## config.mk

```make
export PLATFORM = sky130hd
export DESIGN_NAME = ifetch_unit_flat
export DESIGN_NICKNAME = d
export VERILOG_FILES = /design/src/rtl/ifetch_pkg.sv /design/src/rtl/ifetch_if.sv /design/src/rtl/ifetch_unit_inst_queue.sv /design/src/rtl/ifetch_unit.sv /design/src/flat_wrapper.sv
export SDC_FILE = /design/constraint.sdc
export NUM_CORES = 1
export LEC_CHECK = 0
export ABC_AREA = 1
export CAP_MARGIN = 25
export CORE_MARGIN = 2
export CORE_UTILIZATION = 40
export DETAILED_ROUTE_END_ITERATION = 16
export GPL_TIMING_DRIVEN = 0
export SLEW_MARGIN = 20
export SYNTH_ARGS = -nofsm -noshare
export SYNTH_HDL_FRONTEND = slang
export SYNTH_SLANG_ARGS = --single-unit
export TNS_END_PERCENT = 1
```

## constraint.sdc

```tcl
create_clock -name clk -period 3.8 [get_ports clk]
set_input_delay 0.76 -clock clk [delete_from_list [all_inputs] [get_ports clk]]
set_output_delay 0.76 -clock clk [all_outputs]
set_load 0.01 [all_outputs]
```

## src/rtl/ifetch_pkg.sv

```systemverilog
// Shared types and constants for the instruction fetch stage.
package ifetch_pkg;

  typedef enum logic [1:0] {
    IDLE       = 2'd0,
    ISSUE      = 2'd1,
    WAIT_SPACE = 2'd2
  } fetch_state_e;

  localparam int          INST_BYTES       = 4;
  localparam int          BEAT_W           = 2;
  localparam logic [15:0] DEFAULT_RESET_PC = 16'h0000;

endpackage

```

## src/rtl/ifetch_if.sv

```systemverilog
// Fetch-stage bus bundle: redirect input, byte memory port and decode handshake.
interface ifetch_if #(
  parameter int ADDR_W = 16
);
  logic              redirect_valid;
  logic [ADDR_W-1:0] redirect_addr;
  logic              mem_req;
  logic [ADDR_W-1:0] mem_addr;
  logic [7:0]        mem_rdata;
  logic              inst_valid;
  logic              inst_ready;
  logic [31:0]       inst_data;
  logic [ADDR_W-1:0] inst_pc;

  modport master (
    input  redirect_valid, redirect_addr, mem_rdata, inst_ready,
    output mem_req, mem_addr, inst_valid, inst_data, inst_pc
  );

  modport slave (
    output redirect_valid, redirect_addr, mem_rdata, inst_ready,
    input  mem_req, mem_addr, inst_valid, inst_data, inst_pc
  );
endinterface

```

## src/rtl/ifetch_unit_inst_queue.sv

```systemverilog
// In-order instruction FIFO; synchronous flush wins over push and pop.
module inst_queue #(
  parameter  int WIDTH = 48,
  parameter  int DEPTH = 2,
  localparam int PTR_W = (DEPTH > 1) ? $clog2(DEPTH) : 1,
  localparam int CNT_W = PTR_W + 1
) (
  input  logic             clk,
  input  logic             rst_n,
  input  logic             flush,
  input  logic             push,
  input  logic [WIDTH-1:0] push_data,
  input  logic             pop,
  output logic [WIDTH-1:0] head_data,
  output logic [CNT_W-1:0] count,
  output logic             full,
  output logic             empty
);

  logic [WIDTH-1:0] store_q [DEPTH];
  logic [PTR_W-1:0] wr_ptr_q, rd_ptr_q;
  logic [CNT_W-1:0] count_q;
  logic             do_push, do_pop;

  assign full      = (count_q == CNT_W'(DEPTH));
  assign empty     = (count_q == '0);
  assign count     = count_q;
  assign head_data = store_q[rd_ptr_q];
  assign do_push   = push && !full;
  assign do_pop    = pop && !empty;

  // Storage is cleared on reset so the head reads as zero out of reset.
  always_ff @(posedge clk or negedge rst_n) begin
    if (!rst_n) begin
      wr_ptr_q <= '0;
      rd_ptr_q <= '0;
      count_q  <= '0;
      for (int i = 0; i < DEPTH; i++) store_q[i] <= '0;
    end else if (flush) begin
      wr_ptr_q <= '0;
      rd_ptr_q <= '0;
      count_q  <= '0;
    end else begin
      if (do_push) begin
        store_q[wr_ptr_q] <= push_data;
        wr_ptr_q          <= wr_ptr_q + PTR_W'(1);
      end
      if (do_pop) rd_ptr_q <= rd_ptr_q + PTR_W'(1);
      count_q <= count_q + CNT_W'(do_push) - CNT_W'(do_pop);
    end
  end

endmodule

```

## src/rtl/ifetch_unit.sv

```systemverilog
// Byte-serial instruction fetch: assembles big-endian words into a small queue for decode.
// Optional perf counters (perf_fetched, perf_stall) are built when IFETCH_PERF_EN is defined.
module ifetch_unit
  import ifetch_pkg::*;
#(
  parameter int                ADDR_W      = 16,
  parameter int                QUEUE_DEPTH = 2,
  parameter logic [ADDR_W-1:0] RESET_PC    = ADDR_W'(DEFAULT_RESET_PC)
) (
  input  logic        clk,
  input  logic        rst_n,
  ifetch_if.master    bus
`ifdef IFETCH_PERF_EN
  ,
  output logic [15:0] perf_fetched,
  output logic [15:0] perf_stall
`endif
);

  localparam int               CNT_W     = ((QUEUE_DEPTH > 1) ? $clog2(QUEUE_DEPTH) : 1) + 1;
  localparam int               ENTRY_W   = ADDR_W + 32;
  localparam logic [BEAT_W-1:0] LAST_BEAT = BEAT_W'(INST_BYTES - 1);

  fetch_state_e      state_q;
  logic [BEAT_W-1:0] beat_q;
  logic [ADDR_W-1:0] fetch_pc_q, mem_addr_q, next_pc, redirect_tgt;
  logic              mem_req_q;

  logic              vld_p1;
  logic [BEAT_W-1:0] beat_p1;
  logic [ADDR_W-1:0] pc_p1;
  logic [23:0]       asm_p1;
  logic              rsp_done_p1;

  logic              q_push, q_pop, q_full, q_empty, space_ok;
  logic [CNT_W-1:0]  q_count;
  logic [CNT_W:0]    occ_next;
  logic [ENTRY_W-1:0] q_head;

  assign redirect_tgt = bus.redirect_addr & ~ADDR_W'(INST_BYTES - 1);
  assign next_pc      = fetch_pc_q + ADDR_W'(INST_BYTES);

  assign rsp_done_p1 = vld_p1 && (beat_p1 == LAST_BEAT) && !bus.redirect_valid;
  assign q_push      = rsp_done_p1 && !q_full;
  assign q_pop       = !q_empty && bus.inst_ready;

  // Occupancy seen by a beat-0 issued next cycle: queue after this edge plus any word still in flight.
  assign occ_next = {1'b0, q_count} + (CNT_W+1)'(q_push) - (CNT_W+1)'(q_pop)
                  + (CNT_W+1)'(mem_req_q);
  assign space_ok = (occ_next < (CNT_W+1)'(QUEUE_DEPTH));

  always_ff @(posedge clk or negedge rst_n) begin
    if (!rst_n) begin
      state_q    <= IDLE;
      beat_q     <= '0;
      fetch_pc_q <= RESET_PC;
      mem_req_q  <= 1'b0;
      mem_addr_q <= '0;
    end else if (bus.redirect_valid) begin
      state_q    <= ISSUE;
      beat_q     <= '0;
      fetch_pc_q <= redirect_tgt;
      mem_req_q  <= 1'b1;
      mem_addr_q <= redirect_tgt;
    end else begin
      case (state_q)
        IDLE: begin
          state_q    <= ISSUE;
          beat_q     <= '0;
          mem_req_q  <= 1'b1;
          mem_addr_q <= fetch_pc_q;
        end
        ISSUE: begin
          if (beat_q != LAST_BEAT) begin
            beat_q     <= beat_q + BEAT_W'(1);
            mem_addr_q <= {fetch_pc_q[ADDR_W-1:BEAT_W], beat_q + BEAT_W'(1)};
          end else begin
            beat_q     <= '0;
            fetch_pc_q <= next_pc;
            mem_addr_q <= next_pc;
            if (!space_ok) begin
              state_q   <= WAIT_SPACE;
              mem_req_q <= 1'b0;
            end
          end
        end
        WAIT_SPACE: begin
          if (space_ok) begin
            state_q   <= ISSUE;
            mem_req_q <= 1'b1;
          end
        end
        default: begin
          state_q   <= IDLE;
          mem_req_q <= 1'b0;
        end
      endcase
    end
  end

  // Stage p1: response tracker follows each request by one cycle.
  always_ff @(posedge clk or negedge rst_n) begin
    if (!rst_n) begin
      vld_p1  <= 1'b0;
      beat_p1 <= '0;
    end else begin
      vld_p1  <= mem_req_q && !bus.redirect_valid;
      beat_p1 <= mem_addr_q[BEAT_W-1:0];
    end
  end

  always_ff @(posedge clk) begin
    if (mem_req_q) pc_p1 <= {mem_addr_q[ADDR_W-1:BEAT_W], BEAT_W'(0)};
    if (vld_p1) begin
      case (beat_p1)
        2'd0:    asm_p1[23:16] <= bus.mem_rdata;
        2'd1:    asm_p1[15:8]  <= bus.mem_rdata;
        2'd2:    asm_p1[7:0]   <= bus.mem_rdata;
        default: ;
      endcase
    end
  end

  inst_queue #(
    .WIDTH (ENTRY_W),
    .DEPTH (QUEUE_DEPTH)
  ) u_queue (
    .clk       (clk),
    .rst_n     (rst_n),
    .flush     (bus.redirect_valid),
    .push      (q_push),
    .push_data ({pc_p1, asm_p1, bus.mem_rdata}),
    .pop       (q_pop),
    .head_data (q_head),
    .count     (q_count),
    .full      (q_full),
    .empty     (q_empty)
  );

  assign bus.mem_req    = mem_req_q;
  assign bus.mem_addr   = mem_addr_q;
  assign bus.inst_valid = !q_empty;
  assign bus.inst_data  = q_head[31:0];
  assign bus.inst_pc    = q_head[ENTRY_W-1:32];

`ifdef IFETCH_PERF_EN
  function automatic logic [15:0] sat_inc(input logic [15:0] v);
    return (v == 16'hFFFF) ? v : v + 16'd1;
  endfunction

  always_ff @(posedge clk or negedge rst_n) begin
    if (!rst_n) begin
      perf_fetched <= '0;
      perf_stall   <= '0;
    end else begin
      if (q_push) perf_fetched <= sat_inc(perf_fetched);
      if (state_q == WAIT_SPACE) perf_stall <= sat_inc(perf_stall);
    end
  end
`endif

endmodule

```

## src/flat_wrapper.sv

```systemverilog
// flat-port wrapper written by rule: the top's interface ports become plain ports
module ifetch_unit_flat import ifetch_pkg::*;
#(
  parameter int                ADDR_W      = 16,
  parameter int                QUEUE_DEPTH = 2,
  parameter logic [ADDR_W-1:0] RESET_PC    = ADDR_W'(DEFAULT_RESET_PC)
)
  (clk, rst_n, bus_redirect_valid, bus_redirect_addr, bus_mem_rdata, bus_inst_ready, bus_mem_req, bus_mem_addr, bus_inst_valid, bus_inst_data, bus_inst_pc);
  ifetch_if #(.ADDR_W(ADDR_W)) bus_i ();
  input  logic clk;
  input  logic rst_n;
  input wire logic [$bits(bus_i.redirect_valid)-1:0] bus_redirect_valid;
  input wire logic [$bits(bus_i.redirect_addr)-1:0] bus_redirect_addr;
  input wire logic [$bits(bus_i.mem_rdata)-1:0] bus_mem_rdata;
  input wire logic [$bits(bus_i.inst_ready)-1:0] bus_inst_ready;
  output wire logic [$bits(bus_i.mem_req)-1:0] bus_mem_req;
  output wire logic [$bits(bus_i.mem_addr)-1:0] bus_mem_addr;
  output wire logic [$bits(bus_i.inst_valid)-1:0] bus_inst_valid;
  output wire logic [$bits(bus_i.inst_data)-1:0] bus_inst_data;
  output wire logic [$bits(bus_i.inst_pc)-1:0] bus_inst_pc;
  assign bus_i.redirect_valid = bus_redirect_valid;
  assign bus_i.redirect_addr = bus_redirect_addr;
  assign bus_i.mem_rdata = bus_mem_rdata;
  assign bus_i.inst_ready = bus_inst_ready;
  assign bus_mem_req = bus_i.mem_req;
  assign bus_mem_addr = bus_i.mem_addr;
  assign bus_inst_valid = bus_i.inst_valid;
  assign bus_inst_data = bus_i.inst_data;
  assign bus_inst_pc = bus_i.inst_pc;
  ifetch_unit #(.ADDR_W(ADDR_W), .QUEUE_DEPTH(QUEUE_DEPTH), .RESET_PC(RESET_PC)) u_core (.clk(clk), .rst_n(rst_n), .bus(bus_i));
endmodule
```

==> summary.md <==
| Metric | Value |
|---|---|
| Outcome | complete, no violations |
| Overall die height | 140.4 um |
| Total gr overflow | 0 |
| Final wirelength | 17020 um |
| Slew headroom | 0.4533 |
| Reg-to-reg critical path startpoint | u_core.beat_p1[1] |
| First-pass DRT Iterations | 5 |
| Core footprint | 18090 um^2 |
| Root buf cell | clkbuf_16 |
| Port Buffers | 89 |
| Tightest Pin Transition | 820.1 ps |
| M1 GR Usage | 0.2516 |
| Routed Antenna Nets | 0 |
| Non-filler cells, final | between 1000 and 1500 |
| Yosys reg bits | ~170 |
| CTS tree | built |
| Startpoint type of the worst setup path | register |
| Syn_area_per_cell | 9.274 um^2 |
| GRT Max-Usage Layer | met2 |
| Net Sw Frac | 0.3304 |
| Clk sink count | 171 |
| Most frequent cells in the layout | 327 x nand2_1, 133 x dfrtp_1, 88 x clkdlybuf4s50_1, 80 x inv_1, 41 x o21ai_1 |
| Crit. End Element | output port |
| CP required | 3040 ps |
| CTS Buf Count | 17 |
| Vias | around 5400 |
| Multi-input logic area | 2415 um^2 |
| Worst VDD drop | 356.4 uV |
| Setup Skew | 9.146 ps |
| Seq/Total Area, Yosys | 0.6001 |
| Slowest stage cell on the critical path | clkdlybuf4s50_1 |
| Slowest Stage Delay on Critical Path | about 540 ps |
| CP delay by family, top | buffers and inverters |
| Cell count of the worst reg-to-reg path | 12 |
| H-Tree Depth | 4 |
| Gpl congestion | ~0.84 |
| Pre-CTS WS | 237.6 ps |
| Sequential cell area | 4469 um^2 |
| Endpoints failing setup | 0 |
| Via density | 4.712 |
| Synth Instances | 803 |
| Crit path buf inv count | 4 |
| Cell area after synthesis | 7447 um^2 |
| Layout cells sized above 1 | 0.1102 |
| Die area | 19720 um^2 |
| Pint | 0.004185 W |
| Layout fillers | 1700 |
| Worst R2R Setup Slack | 1120 ps |
| Clk buf depth | 2 |
| RSZ-0062 raised after global routing | no |
| GRT met3 Usage | 0.03624 |
| Number of I/O pins | 94 |
| WL/cell | 14.73 um |
| Crit-path max FO | 10 |
| Initial DRC Count | 289 |
| Worst EP arrival | around 2500 ps |
| GRT Util Overall | 0.1831 |
| Period utilisation layout | 0.8677 |
| Fin Hold WS | 233.1 ps |
| Yosys warns | 0 |
| Nets@finish | ~950 |
| Area Growth Syn to Fin | 24.33% |
| Crit-path cells | inv_1 -> clkbuf_1 -> buf_1 -> nand2_1 -> nand2_1 -> clkdlybuf4s50_1 |
| Final-report hold violation count | 0 |
| Die width | 140.4 um |
| Seq pwr share | 0.417 |
| First-pass GRT wire length | 27840 um |
| Final Max Slew Viols | 0 |
| Clock latency at the later pin of the worst-skew pair | 430 ps |
| DP HPWL | 11900 um |
| Setup bufs post-CTS | 0 |
| Reg clk slew, reported paths | 70 ps |
| NetSw | between 0.002 and 0.0025 W |
| Vias in the first global route | 5253 |
| Commonest non-fill, non-tap cell in the layout | nand2_1 |
| Largest net degree at the start of global routing | 80 |
| Final setup margin | 502.7 ps |
| # hold bufs at CTS | 0 |
| M2 GR Usage | 0.2970 |
| CTS resizes | 0 |
| Starting Density | 0.4118 |
| DP Cell Count | about 1100 |
| Pwr per Cell Area | 675.1 nW/um^2 |
| Combinational share of power | 0.309 |
| Critical path class | register to output port |
| Period minus WS final | 3297 ps |
| HP Class | primary input to async pin |
| # diodes | 0 |
| Post-synthesis cell type count | 34 |
| Initial antenna violation count | 0 |
| Max Cap Viol | 0 |
| Max Fclk | 303.3 MHz |
| Clk pwr share | 0.275 |
| R2R Path End | u_core.bus.mem_req |
| Static leakage | about 4.4 nW |
| Cell mode on critical path | nand2_1 |
| Total power draw | around 0.0063 W |
| Post-route DRC | 0 |
| Row cnt | 49 |
[power groups by stage]
stage,Clock (W),Combinational (W),Sequential [W]
final,0.00172,0.00193,0.00260
after global routing,0.00182,0.00216,0.00266
after CTS,0.00175,0.00197,0.00261
after detailed placement,0,0.00196,0.00264
after floorplan,0,0.00106,0.00257
after global placement,0,0.00193,0.00263
[metal layers]
layer  vias up  wire [um]
li1       2761          -
met1      2571       8025
met2        92       8174
met3        18        588
met4         0        227
met5         -          0
[logic make-up after synthesis]
kind of cell,after synthesis,synth area share
XOR/XNOR,4,0.004705
adder cells (fa/ha/maj),7,0.01277
other,1,0.0005035
AO/OA/AOI/OAI,118,0.1006
buffers and inverters,121,0.07813
AND/OR/NAND/NOR,381,0.2031
flip-flops,171,0.6001
[metrics by stage]
step,setup TNS [ps],utilization,cell area [um^2]
2_1_floorplan,0,-,7451
3_3_place_gp,-462050,0.4771,8628
3_5_place_dp,0,0.4797,8676
4_1_cts,0,0.5119,9259
5_1_grt,0,0.5119,9259
6_report,0,0.5119,9259
[flip-flops by register name (all words and copies together) (netlist names)]
register / flops
u_core.vld_p1: 1
u_core.asm_p1: 24
u_core.pc_p1: 14
u_core.beat_p1: 2
u_core.fetch_pc_q: 14
u_core.beat_q: 2
u_core.u_queue.wr_ptr_q: 1
u_core.state_q: 1
u_core.bus.mem_addr: 16
u_core.u_queue.store_q: 92
u_core.u_queue.rd_ptr_q: 1
u_core.u_queue.count: 2
u_core.bus.mem_req: 1
[how the worst max path moves through the flow]
| stage | from | to | slack [ps] | cells past startpoint |
|---|---|---|---|---|
| 6_report | u_core.u_queue.rd_ptr_q | bus_inst_data[31] | 500 | 6 |
| 5_1_grt | u_core.u_queue.rd_ptr_q | bus_inst_data[31] | 320 | 6 |
| 4_1_cts | u_core.u_queue.rd_ptr_q | bus_inst_pc[2] | 500 | 6 |
| 3_5_place_dp | bus_redirect_valid | u_core.bus.mem_req | 240 | 12 |
| 3_3_place_gp | rst_n | u_core.bus.mem_addr[11] | -3490 | 1 |
| 2_1_floorplan | bus_redirect_valid | u_core.bus.mem_req | 970 | 11 |
[final cells by class]
class | count | area share
Buffer | 37 | 0.02878
Clock buffer | 19 | 0.04905
Timing Repair Buffer | 90 | 0.09973
Tap cell | 229 | 0.03095
Clock inverter | 13 | 0.01392
Multi-Input combinational cell | 512 | 0.2608
Sequential cell | 171 | 0.4827
Inverter | 84 | 0.03405
[cell usage after synthesis]
master / n / area share
nand2_1: 327 / 0.16
dfrtp_1: 133 / 0.45
inv_1: 80 / 0.040
o21ai_1: 41 / 0.028
edfxtp_1: 38 / 0.15
o21ai_2: 36 / 0.042
o21ai_0: 25 / 0.017
nand3_1: 21 / 0.014
nor2_1: 18 / 0.0091
buf_6: 14 / 0.021
clkbuf_1: 10 / 0.0050
nor3_1: 8 / 0.0054
ha_1: 6 / 0.010
a21oi_1: 5 / 0.0034
a22oi_1: 5 / 0.0050
buf_1: 5 / 0.0025
buf_4: 5 / 0.0050
a31oi_1: 3 / 0.0025
buf_2: 3 / 0.0020
inv_2: 3 / 0.0015
xnor2_1: 3 / 0.0035
nand4_1: 2 / 0.0017
a21o_1: 1 / 0.0010
clkinv_1: 1 / 0.00050
conb_1: 1 / 0.00050
fa_1: 1 / 0.0027
nand3_2: 1 / 0.0013
nand3b_2: 1 / 0.0015
nor2_4: 1 / 0.0015
nor4_4: 1 / 0.0029
o211ai_1: 1 / 0.0010
o31ai_1: 1 / 0.0010
or2_2: 1 / 0.00084
xor2_1: 1 / 0.0012
(Power assumes the default switching activity.)
